<file path="src/rtl/uart_tx.sv">
`default_nettype none
// ============================================================================
// Module   : uart_tx
// Purpose  : Serial UART transmitter. 8 data bits sent LSB first, optional
//            even/odd parity bit, 1 or 2 stop bits. One byte is accepted per
//            tx_send/tx_busy handshake, and uart_txd is driven from a register.
// Revision : 1.0  initial release
// ============================================================================
module uart_tx #(
  parameter int CLK_FREQ_HZ = 100_000_000,
  parameter int BAUD_RATE   = 115_200,
  parameter int PARITY_EN   = 0,
  parameter int PARITY_ODD  = 0,
  parameter int STOP_BITS   = 1
) (
  input  logic       clk,
  input  logic       rst,
  input  logic [7:0] tx_data,
  input  logic       tx_send,
  output logic       tx_busy,
  output logic       tx_done,
  output logic       uart_txd
);

  // Bit period in clocks, rounded to nearest (must come out >= 2).
  localparam int CLKS_PER_BIT = (CLK_FREQ_HZ + (BAUD_RATE / 2)) / BAUD_RATE;
  localparam int CNT_W        = $clog2(CLKS_PER_BIT);

  // Terminal values for the baud counter and the stop-bit index.
  localparam logic [CNT_W-1:0] BAUD_LAST = CNT_W'(CLKS_PER_BIT - 1);
  localparam logic             STOP_LAST = (STOP_BITS == 2);
  localparam logic             PAR_INV   = (PARITY_ODD != 0);
  localparam logic             PAR_ON    = (PARITY_EN != 0);

  typedef enum logic [2:0] {
    S_IDLE   = 3'd0,
    S_START  = 3'd1,
    S_DATA   = 3'd2,
    S_PARITY = 3'd3,
    S_STOP   = 3'd4
  } state_t;

  state_t           state_q;
  logic [CNT_W-1:0] baud_cnt_q;
  logic [2:0]       bit_idx_q;
  logic             stop_idx_q;
  logic [7:0]       shift_q;
  logic             parity_q;
  logic             tx_busy_q;
  logic             tx_done_q;
  logic             txd_q;

  // End of the current bit period; the next bit is driven on this edge.
  logic             bit_end;
  assign bit_end = (baud_cnt_q == BAUD_LAST);

  // Frame sequencer: every output is a register so the pin never glitches.
  always_ff @(posedge clk or posedge rst) begin
    if (rst) begin
      state_q    <= S_IDLE;
      baud_cnt_q <= '0;
      bit_idx_q  <= 3'd0;
      stop_idx_q <= 1'b0;
      shift_q    <= 8'h00;
      parity_q   <= 1'b0;
      tx_busy_q  <= 1'b0;
      tx_done_q  <= 1'b0;
      txd_q      <= 1'b1;
    end else begin
      // tx_done is a single-cycle strobe unless re-asserted below.
      tx_done_q <= 1'b0;

      if (state_q == S_IDLE) begin
        baud_cnt_q <= '0;
        if (tx_send) begin
          // Accept: latch the byte and its parity, start bit goes out now,
          // busy rises on the same edge so the sender never sees a false idle.
          shift_q   <= tx_data;
          parity_q  <= (^tx_data) ^ PAR_INV;
          tx_busy_q <= 1'b1;
          txd_q     <= 1'b0;
          state_q   <= S_START;
        end
      end else if (!bit_end) begin
        baud_cnt_q <= baud_cnt_q + 1'b1;
      end else begin
        baud_cnt_q <= '0;
        case (state_q)
          S_START: begin
            txd_q     <= shift_q[0];
            bit_idx_q <= 3'd0;
            state_q   <= S_DATA;
          end
          S_DATA: begin
            if (bit_idx_q == 3'd7) begin
              stop_idx_q <= 1'b0;
              if (PAR_ON) begin
                txd_q   <= parity_q;
                state_q <= S_PARITY;
              end else begin
                txd_q   <= 1'b1;
                state_q <= S_STOP;
              end
            end else begin
              shift_q   <= {1'b0, shift_q[7:1]};
              txd_q     <= shift_q[1];
              bit_idx_q <= bit_idx_q + 3'd1;
            end
          end
          S_PARITY: begin
            txd_q      <= 1'b1;
            stop_idx_q <= 1'b0;
            state_q    <= S_STOP;
          end
          S_STOP: begin
            if (stop_idx_q == STOP_LAST) begin
              // Line stays high; the next accept may happen on the very next edge.
              tx_busy_q <= 1'b0;
              tx_done_q <= 1'b1;
              state_q   <= S_IDLE;
            end else begin
              stop_idx_q <= 1'b1;
            end
          end
          default: begin
            txd_q     <= 1'b1;
            tx_busy_q <= 1'b0;
            state_q   <= S_IDLE;
          end
        endcase
      end
    end
  end

  assign tx_busy  = tx_busy_q;
  assign tx_done  = tx_done_q;
  assign uart_txd = txd_q;

endmodule
`default_nettype wire

</file>
<file path="config.mk">
export PLATFORM = sky130hd
export DESIGN_NAME = uart_tx
export DESIGN_NICKNAME = d
export VERILOG_FILES = /design/src/rtl/uart_tx.sv
export SDC_FILE = /design/constraint.sdc
export NUM_CORES = 1
export LEC_CHECK = 0
export ABC_CLOCK_PERIOD_IN_PS = 3300
export BUFFER_PORTS_ARGS = -buffer_cell sky130_fd_sc_hd__buf_2
export CORE_ASPECT_RATIO = 0.7
export CORE_MARGIN = 2
export CORE_UTILIZATION = 35
export CTS_CLUSTER_DIAMETER = 150
export DETAILED_ROUTE_END_ITERATION = 16
export SLEW_MARGIN = 20
export SYNTH_ARGS = -nofsm -noshare
export SYNTH_HDL_FRONTEND = slang
export SYNTH_SLANG_ARGS = --single-unit
</file>
<file path="constraint.sdc">
create_clock -name clk -period 3.3 [get_ports clk]
set_input_delay 0.66 -clock clk [delete_from_list [all_inputs] [get_ports clk]]
set_output_delay 0.66 -clock clk [all_outputs]
set_load 0.02 [all_outputs]
</file>
==> results_dict.tcl, run 1 <==
set metrics [dict create \
    maxSlewHeadroom_pct 57.1 \
    clk_pin_slew_worst_paths_ns 0.10 \
    switching_share_pct 28.7 \
    clockBufferDepth 2 \
    syn-num-nets 141 \
    ys_async_sr_fraction_pct 100 \
    seqPwrFrac_pct 53.4 \
    yosys.area.top_type "dfrtp_1" \
    die_y_um 57.2 \
    h-tree-depth 1 \
    top_usage_layer "met2" \
    period_share_pct 61.3 \
    gr-usage-all-layers_pct 11.8 \
    post-dp-hpwl_mm 1.75 \
    cts_root_buf "clkbuf_8" \
    yosys_most_used_dff "dfrtp_1" \
    grt_max_degree 28 \
    synth_cell_types 35 \
    syn-cell-area_mm2 0.00141 \
    postCtsSetupRepairBufs 0 \
    use_met3_pct 4.43 \
    core-area_mm2 0.00390 \
    synth_edf_count 0 \
    status "finished clean" \
    layout_commonest_cell "dfrtp_1" \
    rows 19 \
    gp_congestion 0.763 \
    fin_ws_ns 1.28 \
    antenna_left 0 \
    min_period_ns 2.02 \
    p_per_area_mw_per_mm2 557 \
    synth_top_family_by_area "simple AND/OR/NAND/NOR gates" \
    routed_via_density 4.81 \
    grt_setup_unrepaired "no" \
    hold_buffers 0 \
    drtPass1Iterations 4 \
    synth-compound-area-share_pct 5.14 \
    wire_per_inst_um 12.1 \
    cts_tree "built" \
    peakVddDrop_uv 273 \
    drcViolationCount 0 \
    leakagePower_nw 0.735 \
    fillers 393 \
    synth_mux_area_share_pct 15.4 \
    final_max_slew_viol_count 0 \
    clk_latency_ns 0.28 \
    critical_path_class "flip-flop to flip-flop" \
    synth_area_leaders "dfrtp_1 (46%), mux2_4 (8.5%), mux2_2 (4.8%)" \
    dp_worst_setup_slack_ns 1.08 \
    synth_xor_area_share_pct 4.96 \
    drt_iter0_markers 11 \
    synth.avg_cell_area_um2 11.2 \
    dieArea_mm2 0.00457 \
    start_util_pct 36.2 \
    areaGrowthSynthToFinish_pct 10.2 \
    fin_skew_ns 0.00836 \
    tns_ns 0 \
    cp_max_fo 12 \
    netSwitchingPower_uw 249 \
    synth_fa_ha_area_share_pct 3.54 \
    total_power_uw 867 \
    finalSetupViolCount 0 \
    cts.sink_count 27 \
    required_ns 3.46 \
    cts_made_buffers 3 \
    grt_antenna_before_repair 0 \
    pwr-share-clk_pct 22.1 \
    io_pins 14 \
    synthSimpleGateAreaFrac_pct 18.4 \
    grt_util_met1_pct 16.6 \
    p_int_uw 619 \
    grt_overflow 0 \
    syn_inst 126 \
    yosys_warnings 0 \
    synth_seq_cells 27 \
    grt_util_met2_pct 18.1 \
    p_comb_share_pct 24.5 \
    hold_viol 0 \
    postLayoutCoreUtil_pct 39.9 \
    fp.dieW_um 79.9 \
    yosysSeqAreaShare_pct 47.9 \
    grt_pass1_vias 915 \
    ctsResizeCount 0 \
    vias 919 \
    nets 155 \
    synth_top_area_share_pct 46.1 \
    grt_pass1_wl_mm 4.20 \
    drv_cap 0 \
    numPortBuffers 13 \
    fmax_mhz 494 \
    layout-drive-gt1-share_pct 30.9 \
    cp-start-kind "flip-flop" \
    routed_wl_mm 2.31 \
    most-common-layout-cells "dfrtp_1 (26), nor2_1 (16), buf_2 (13)" \
    diodes 0 \
    worst_pin_slew_ns 0.641 \
    worstSetupEndpointType "flip-flop" \
    arrival_ns 2.18 \
    hold_path.class "input port to async pin" \
]
registers in the layout, indices dropped and copies added, names as in the netlist:
signal and cells:
baud_cnt_q 10, shift_q 8, bit_idx_q 3, state_q 3, tx_busy 1, tx_done 1
uart_txd 1
metal layers:
layer | routed length (µm) | part of all wire (%)
met1 | 1150 | 50
met2 | 1050 | 45
met3 | 101 | 4.4
met4 | 11 | 0.48
met5 | 0 | 0
path summary, 6_finish.rpt:
check,startpoint,endpoint,slack (ns),cells after the start
hold reg to reg,baud_cnt_q[0],baud_cnt_q[0],0.49,1
setup reg to reg,state_q[2],shift_q[6],1.28,4
hold / removal,rst,baud_cnt_q[7],0.42,2
max in group asynchronous,rst,baud_cnt_q[1],2.50,2
setup / recovery,state_q[2],shift_q[6],1.28,4
min in group clk,baud_cnt_q[0],baud_cnt_q[0],0.49,1
stage by stage:
stage / cells / area (µm²) / hold slack (ns)
final: 191 / 1560 / 0.420
after global routing: 191 / 1560 / 0.471
after CTS: 191 / 1560 / 0.492
after detailed placement: 187 / 1510 / 0.479
after global placement: 187 / 1510 / 0.476
after floorplan: 126 / 1410 / 0.455
cell usage after synthesis (all sizes together), types with 2 or more instances:
cell / number
dfrtp: 26
nor2: 16
mux2: 14
inv: 8
nor3: 8
nand2: 7
xnor2: 5
buf: 4
ha: 4
nand3: 4
o21ai: 4
a21o: 3
mux2i: 3
xor2: 3
and3: 2
nor4: 2
or2b: 2
worst max-delay path, stage by stage, from the launching register on:
cell and delay (ns):
dfrtp_1 0.52, or2b_2 0.36, nor3_1 0.28, a21o_1 0.41, mux2_4 0.34
cell type report:
type	count	area [µm²]	area share, %
clock buffers	3	41.3	2.65
multi-input cells	87	671	43.1
well taps	52	65.1	4.18
clock inverters	1	7.51	0.482
inverters	8	30.0	1.93
repair buffers	13	65.1	4.18
flip-flops and latches	27	677	43.5
power by group through the flow:
stage	combinational, mW	clock [mW]	sequential, mW
floorplan	0.190	0	0.450
global placement	0.209	0	0.462
detailed placement	0.218	0	0.467
CTS	0.217	0.199	0.463
global route	0.240	0.215	0.475
finish	0.213	0.192	0.463
cell families after synthesis:
family,count (synthesis)
and+or+nand+nor,47
DFF,27
muxes,17
buffers and inverters,12
AOI/OAI and AO/OA,11
xor gates and xnor gates,8
adders and majority gates,4
(Power assumes the default switching activity.)
==> run 2, diff against run 1 <==
--- a/config.mk
+++ b/config.mk
@@ -5,7 +5,7 @@
 export SDC_FILE = /design/constraint.sdc
 export NUM_CORES = 1
 export LEC_CHECK = 0
-export ABC_CLOCK_PERIOD_IN_PS = 3300
+export ABC_CLOCK_PERIOD_IN_PS = 1660
 export BUFFER_PORTS_ARGS = -buffer_cell sky130_fd_sc_hd__buf_2
 export CORE_ASPECT_RATIO = 0.7
 export CORE_MARGIN = 2
==> constraint.sdc (replaced) <==
create_clock -name clk -period 1.66 [get_ports clk]
set_input_delay 0.332 -clock clk [delete_from_list [all_inputs] [get_ports clk]]
set_output_delay 0.332 -clock clk [all_outputs]
set_load 0.02 [all_outputs]
==> results_dict.tcl, run 2 (synthesis results as in run 1) <==
set metrics [dict create \
    cts_made_buffers 3 \
    cp_max_fo 8 \
    top_register "baud_cnt_q" \
    hold_buffers 0 \
    dieArea_mm2 0.00457 \
    dp_cells 208 \
    numPortBuffers 13 \
    io_pins 14 \
    routed_wl_mm 2.63 \
    routed_via_density 4.74 \
    drt_iter0_markers 32 \
    max_stage_delay_ns 0.39 \
    gp_congestion 0.778 \
    seqCellArea_um2 678 \
    min_period_ns 1.69 \
    grt_max_degree 28 \
    status "finished, violations left" \
    drtPass1Iterations 4 \
    worstPathCellList "ha_2, and3_4, and3b_4, a21o_1, buf_12, mux2_4" \
    fin_ws_ns -0.0285 \
    fillers 366 \
    core-area_mm2 0.00390 \
    fin_skew_ns 0.00408 \
    grt_pass1_vias 1058 \
    leakagePower_nw 0.864 \
    die_y_um 57.2 \
    reg2reg_depth 6 \
    critPathTopFamily "flip-flops" \
    cts_tree "built" \
    tns_ns -0.149 \
    hold_path.class "input port to async pin" \
    largest_reg_flops 10 \
    areaGrowthSynthToFinish_pct 26.6 \
    grt_overflow 0 \
    finalSetupViolCount 7 \
    clk_pin_slew_worst_paths_ns 0.09 \
    dp_worst_setup_slack_ns -0.0261 \
    cp.buffers_inverters 1 \
    crit_path_start "baud_cnt_q[1]" \
    grt_setup_unrepaired "yes" \
    vias 1014 \
    critical_path_class "flip-flop to flip-flop" \
    period_share_pct 102 \
    peakVddDrop_uv 696 \
    start_util_pct 36.2 \
    required_ns 1.82 \
    r2r-end "shift_q[6]" \
    grt_pass1_wl_mm 4.82 \
    rrSetupSlack_ns -0.03 \
    p_per_area_mw_per_mm2 1040 \
    rows 19 \
    slowest_stage "dfrtp_1" \
    layout-drive-gt1-share_pct 43.2 \
    post-dp-hpwl_mm 1.99 \
    grt_antenna_before_repair 0 \
    fp.dieW_um 79.9 \
    worstSetupEndpointType "flip-flop" \
    layout_commonest_cell "dfrtp_1" \
    placed_cell_area_mm2 0.00169 \
    violations "negative setup slack" \
    worst_pin_slew_ns 0.346 \
    maxSlewHeadroom_pct 76.9 \
    finalInstanceArea_mm2 0.00179 \
    antenna_left 0 \
    cp.depth 6 \
    diodes 0 \
    gr-usage-all-layers_pct 13.8 \
    reg2reg_from "baud_cnt_q[1]" \
    cts.sink_count 27 \
    most-common-layout-cells "dfrtp_1 (25), buf_4 (21), nor2_1 (16)" \
    arrival_ns 1.85 \
    fmax_mhz 592 \
    drv_cap 0 \
    largestRegisters "baud_cnt_q x10, shift_q x8" \
    drcViolationCount 0 \
    clk_latency_ns 0.27 \
    clockBufferDepth 2 \
    hold_viol 0 \
    final_max_slew_viol_count 0 \
    cp-endpoint "shift_q[6]" \
    nets 178 \
    multi_input_area_um2 706 \
    fin_cells 214 \
    wire_per_inst_um 12.3 \
    h-tree-depth 1 \
    cp-start-kind "flip-flop" \
    cts_root_buf "clkbuf_8" \
]
==> run 2: through the flow <==
| stage | util [%] | hold WS, ns | total power [mW] |
|---|---|---|---|
| CTS | 44.5 | 0.111 | 1.85 |
| detailed placement | 43.3 | 0.419 | 1.47 |
| global placement | 43.3 | 0.403 | 1.43 |
| global route | 45.9 | 0.129 | 2.01 |
| floorplan | - | 0.384 | 1.28 |
| finish | 45.9 | 0.107 | 1.86 |
==> run 2: how the worst min path moves through the flow <==
stage                     start       endpoint  slack, ns  depth (start not counted)
final                       rst  baud_cnt_q[0]       0.11                          3
after global routing        rst  baud_cnt_q[1]       0.13                          3
after CTS                   rst  baud_cnt_q[1]       0.11                          3
after detailed placement    rst  baud_cnt_q[0]       0.42                          3
after global placement      rst  baud_cnt_q[1]       0.40                          3
after floorplan             rst  baud_cnt_q[0]       0.38                          1
==> run 2: power by group <==
group          switching (mW)  internal, mW  total [mW]
clock                   0.200         0.168       0.369
combinational           0.217         0.377       0.593
sequential             0.0983         0.799       0.897
==> run 2: worst min-delay path: cells and delay by family <==
kind / cells / cell delay [ns]
buf+inv: 3 / 0.46
==> run 2: layout make-up <==
type / count / share of cell area (%)
sequential: 27 / 37.9
inverter: 8 / 1.68
clock buffer: 3 / 2.31
multi-input combinational: 87 / 39.5
clock inverter: 1 / 0.280
timing repair buffer: 36 / 14.7
tap: 52 / 3.64
==> run 2: metal layers <==
metal	track usage (%)	vias to the layer above	part of all wire, %
li1	-	506	-
met1	18.3	493	48
met2	22.3	11	48
met3	3.01	4	2.8
met4	5.08	0	1.4
met5	0	-	0
==> run 2: timing repair <==
action,CTS,global route
pin swaps,0,1
setup buffers,0,2
resized for setup,1,5
setup endpoints to repair,7,11
